--- config.mk ---
export PLATFORM = sky130hd
export DESIGN_NAME = game_mode_ctrl
export DESIGN_NICKNAME = d
export VERILOG_FILES = /design/src/rtl/game_mode_ctrl.sv
export SDC_FILE = /design/constraint.sdc
export NUM_CORES = 1
export LEC_CHECK = 0
export CAP_MARGIN = 20
export CORE_MARGIN = 4
export CORE_UTILIZATION = 52
export DETAILED_ROUTE_END_ITERATION = 12
export GPL_ROUTABILITY_DRIVEN = 1
export HOLD_SLACK_MARGIN = 0.05
export PLACE_DENSITY_LB_ADDON = 0.3
export SYNTH_ARGS = -nofsm -noshare
export SYNTH_HDL_FRONTEND = slang
export SYNTH_SLANG_ARGS = --single-unit
--- constraint.sdc ---
create_clock -name tb_clk -period 2.86 [get_ports tb_clk]
set_input_delay 0.572 -clock tb_clk [delete_from_list [all_inputs] [get_ports tb_clk]]
set_output_delay 0.572 -clock tb_clk [all_outputs]
set_load 0.05 [all_outputs]
--- src/rtl/game_mode_ctrl.sv ---
// Round sequencer: countdown -> play -> finish (score commit handshake) -> result.
// Optional pause support is compiled in when the PAUSE_EN macro is defined.
module game_mode_ctrl #(
    parameter int COUNTDOWN_TICKS = 3,
    parameter int GAME_TICKS      = 30,
    parameter int RESULT_TICKS    = 5,
    localparam int TW             = $clog2(GAME_TICKS + 1)
) (
    input  logic          tb_clk,
    input  logic          tb_n_rst,
    input  logic          tick,
    input  logic          start,
    input  logic          pause,
    input  logic          note_hit,
    input  logic          note_miss,
    input  logic [3:0]    best_score,
    input  logic          commit_ack,
    output logic [2:0]    mode,
    output logic [3:0]    score,
    output logic [TW-1:0] timer,
    output logic          commit_req,
    output logic          new_best
);

    // state | meaning
    // IDLE      | waiting for start
    // COUNTDOWN | pre-round countdown, timer counts ticks
    // PLAY      | round running, hits/misses adjust score
    // PAUSE     | round frozen until next pause pulse (PAUSE_EN only)
    // FINISH    | commit_req held until commit_ack
    // RESULT    | result display, auto-return to IDLE or restart on start
    typedef enum logic [2:0] {
        S_IDLE      = 3'b000,
        S_COUNTDOWN = 3'b001,
        S_PLAY      = 3'b010,
`ifdef PAUSE_EN
        S_PAUSE     = 3'b011,
`endif
        S_FINISH    = 3'b101,
        S_RESULT    = 3'b110
    } state_t;

    localparam logic [TW-1:0] CD_INIT   = TW'(COUNTDOWN_TICKS);
    localparam logic [TW-1:0] GAME_INIT = TW'(GAME_TICKS);
    localparam logic [TW-1:0] RES_INIT  = TW'(RESULT_TICKS);
    localparam logic [TW-1:0] ONE       = TW'(1);

    state_t        state_q, state_n;
    logic [TW-1:0] timer_q, timer_n;
    logic [3:0]    score_q, score_n;
    logic          new_best_q, new_best_n;
    logic          last_tick;

`ifndef PAUSE_EN
    logic unused_pause;
    assign unused_pause = pause;
`endif

    assign last_tick = tick && (timer_q == ONE);

    always_ff @(posedge tb_clk or negedge tb_n_rst) begin
        if (!tb_n_rst) begin
            state_q    <= S_IDLE;
            timer_q    <= '0;
            score_q    <= '0;
            new_best_q <= 1'b0;
        end else begin
            state_q    <= state_n;
            timer_q    <= timer_n;
            score_q    <= score_n;
            new_best_q <= new_best_n;
        end
    end

    always_comb begin
        state_n    = state_q;
        timer_n    = timer_q;
        score_n    = score_q;
        new_best_n = new_best_q;
        case (state_q)
            S_IDLE: begin
                if (start) begin
                    state_n    = S_COUNTDOWN;
                    timer_n    = CD_INIT;
                    score_n    = '0;
                    new_best_n = 1'b0;
                end
            end
            S_COUNTDOWN: begin
                if (last_tick) begin
                    state_n = S_PLAY;
                    timer_n = GAME_INIT;
                end else if (tick) begin
                    timer_n = timer_q - ONE;
                end
            end
            S_PLAY: begin
                if (note_hit && !note_miss && score_q != 4'hF) begin
                    score_n = score_q + 4'd1;
                end else if (note_miss && !note_hit && score_q != 4'h0) begin
                    score_n = score_q - 4'd1;
                end
                if (last_tick) begin
                    state_n = S_FINISH;
                    timer_n = '0;
                end else if (tick) begin
                    timer_n = timer_q - ONE;
                end
`ifdef PAUSE_EN
                // A round-ending tick swallows a coincident pause.
                if (pause && !last_tick) begin
                    state_n = S_PAUSE;
                end
`endif
            end
`ifdef PAUSE_EN
            S_PAUSE: begin
                if (pause) begin
                    state_n = S_PLAY;
                end
            end
`endif
            S_FINISH: begin
                if (commit_ack) begin
                    new_best_n = (score_q > best_score);
                    state_n    = S_RESULT;
                    timer_n    = RES_INIT;
                end
            end
            S_RESULT: begin
                if (start) begin
                    state_n    = S_COUNTDOWN;
                    timer_n    = CD_INIT;
                    score_n    = '0;
                    new_best_n = 1'b0;
                end else if (last_tick) begin
                    state_n = S_IDLE;
                    timer_n = '0;
                end else if (tick) begin
                    timer_n = timer_q - ONE;
                end
            end
            default: begin
                state_n = S_IDLE;
                timer_n = '0;
            end
        endcase
    end

    assign mode       = state_q;
    assign score      = score_q;
    assign timer      = timer_q;
    assign commit_req = (state_q == S_FINISH);
    assign new_best   = new_best_q;

endmodule

==> summary.txt <==
Placed design
  • GP Congestion: roughly 0.81
  • Number of port buffers: 24
  • Placed inst area: 1440 um2
  • Post-DP HPWL: about 2.2 mm
  • Placed instance count: 186

Clock tree
  • CTS H-tree depth: 1
  • Clock latency on the worst-skew pair: 0.28 ns
  • Clk slew on worst S/H paths: roughly 0.090 ns
  • Postcts setup bufs: 0
  • # resized after CTS: 0
  • TritonCTS clock tree: done
  • Clk sinks: 13
  • CTS root buf: clkbuf_4
  • Hold buffers post-CTS: 0
  • Total CTS buffers: 3
  • CTS Buffer Depth: 2

STA
  • Final Max Slew Viols: 0
  • RSZ-0062 raised after global routing: no
  • Slew HR: 0.582
  • Worst-margin pin slew: between 0.6 and 0.7 ns
  • Tmin final: roughly 2.7 ns
  • Tcrit/Tclk final: 0.932
  • Fin Clk Skew: approximately 0.0093 ns
  • Final hold vios: 0
  • Final setup vio count: 0
  • Fin Setup TNS: 0 ns
  • Fmax: between 300 and 400 MHz

Synthesis
  • Post-synth EDFFs: 0
  • Sequential element share of the synthesized area: 0.271
  • Synth async-reset ratio: 1.00
  • Syn avg cell area: 8.69 um2
  • Mapped Area: roughly 1200 um2
  • Syn_nets: between 150 and 200
  • Number of library cell types mapped by synthesis: between 40 and 50
  • Synth warn: 0
  • Yosys reg bits: 13
  • Syn Inst Count: 138
  • Top FF cell, synth: dfrtp_1

Finish
  • Finished Core Util: 0.663
  • Final Non-Filler Cells: 190
  • Layout cells sized above 1: 0.0741
  • Final Cell Area: 1470 um2
  • Area Overhead vs Synth: 22.2%
  • Nets@finish: between 150 and 200
  • # diodes: 0

Route
  • Met2 routed WL: between 1 and 1.5 mm
  • Vias per cell: 5.72
  • WL final: about 2.8 mm
  • Metal1 wirelength: between 1 and 1.5 mm
  • Initial DRC count: 12
  • Via total after detailed routing: ~1100
  • DRT Pass-1 Iters: 4
  • Met3 WL: about 98 um
  • Number of routed nets with antenna violations: 0
  • Avg WL per Cell: roughly 15 um
  • Uppermost layer routed: met4
  • Drc violations: 0

Power
  • Internal power: 0.000796 W
  • Logic pwr share: 0.716
  • Sw power: 0.000921 W
  • Power Total: ~0.0017 W
  • Power Density: around 1200 nW/um2
  • Switching share of power: 0.536
  • Clock power share: 0.070
  • Flop pwr share: 0.214
  • Leak Pwr: between 0.6 and 0.7 nW
  • Maximum vdd ir drop: 0.705 mV

Status
  • Run status: finished clean

Critical path
  • R2R cell count: 8
  • Crit end category: output pin
  • Crit path max fanout: 8
  • Reg2reg start: score[1]$_DFFE_PN0P_
  • Crit path required time: roughly 2.3 ns
  • Critical path class: reg -> out
  • Reg2reg end: score[3]$_DFFE_PN0P_
  • Worst Path Arrival: roughly 2.1 ns
  • Reg2reg setup slack: around 0.72 ns
  • Startpoint types: register

GRT
  • Overall global routing resource usage: 0.193
  • Largest net degree at the start of global routing: 17
  • Global-route wire length before repair: around 5 mm
  • Vias in the first global route: roughly 1100
  • Grt total ovfl: 0
  • Initial antenna violation count: 0

Die
  • Core ar.: 2210 um2
  • Initial Util: 0.542
  • IO Count: 26
  • Die X: approximately 56 um
  • Total Die Area: 3140 um2
  • Std cell rows: 17
  • Die Height: around 56 um

Hold path
  • Hold path depth: 2
  • Worst min path class: reg -> reg
  • Worst min-delay path endpoint: new_best$_DFFE_PN0P_
  • Hold_sp: new_best$_DFFE_PN0P_

Job
  • Max-Cap Viols: 0
## how the worst max path moves through the flow
stage | cells past startpoint | from | endpoint
after global routing | 4 | mode[1]$_DFFE_PN0P_ | commit_req
after detailed placement | 9 | note_hit | score[3]$_DFFE_PN0P_
after CTS | 4 | mode[1]$_DFFE_PN0P_ | commit_req
after global placement | 9 | note_hit | score[3]$_DFFE_PN0P_
after floorplan | 8 | score[1]$_DFFE_PN0P_ | score[3]$_DFFE_PN0P_
final | 4 | mode[1]$_DFFE_PN0P_ | commit_req
## synth_stat cells (3+ instances only)
library cell	number	area, um2
nor2_1	6	22.5
ha_1	12	150
o21a_1	3	22.5
inv_1	15	56.3
o21ai_1	7	35.0
o21ai_0	6	30.0
xor2_1	3	26.3
nor2b_1	4	25.0
dfrtp_1	13	325
a21oi_1	8	40.0
nand2_1	15	56.3
## stage by stage
step           hold slack, ns  setup slack (ns)
2_1_floorplan           0.276             0.553
3_3_place_gp            0.469             0.271
3_5_place_dp            0.491             0.135
4_1_cts                 0.509             0.208
5_1_grt                 0.555             0.101
6_report                0.503             0.194
## placed cells by master, fill, tap and decap left out, drive strengths merged, types with 3 or more instances in the layout
cell type	instances
clkbuf	4
clkdlybuf4s50	24
nor2	6
ha	12
dfrtp	13
a21oi	9
o21a	3
xor2	3
inv	16
nor2b	5
nand2	15
o21ai	14
## flip-flops by register name (all words and copies together) (netlist names)
name,count
new_best,1
timer,5
score,4
mode,3
## cells by family after synthesis
logic type	synth area share
compound gates	0.276
simple gates	0.174
buf+inv	0.0792
fa+ha+maj	0.142
flops	0.271
mux	0.0355
xor+xnor	0.0219
## layer usage
layer  track usage  up-vias
li1              -      535
met1         0.238      519
met2         0.334       27
met3        0.0371        6
met4        0.0644        0
met5             0        -
## power by group through the flow
stage	clock network, W	registers [W]	logic, W
3_5_place_dp	0	0.000372	0.00123
6_report	0.000120	0.000368	0.00123
2_1_floorplan	0	0.000599	0.000683
3_3_place_gp	0	0.000361	0.00118
4_1_cts	0.000119	0.000368	0.00124
5_1_grt	0.000129	0.000386	0.00134
## area by class of cell
type / instances / area [um2]
Timing Repair Buffer: 24 / 240
Clock buffer: 4 / 26.3
Fill cell: 210 / 746
Sequential cell: 13 / 325
Tap cell: 28 / 35.0
Inverter: 16 / 60.1
Multi-Input combinational cell: 105 / 779
## critical path, stage by stage, from the launching register on
cell and delay [ns]:
dfrtp_1 0.41, inv_1 0.11, ha_1 0.31, and2_1 0.18, clkdlybuf4s50_1 0.80
No activity file was read; power rests on OpenSTA's default activity.
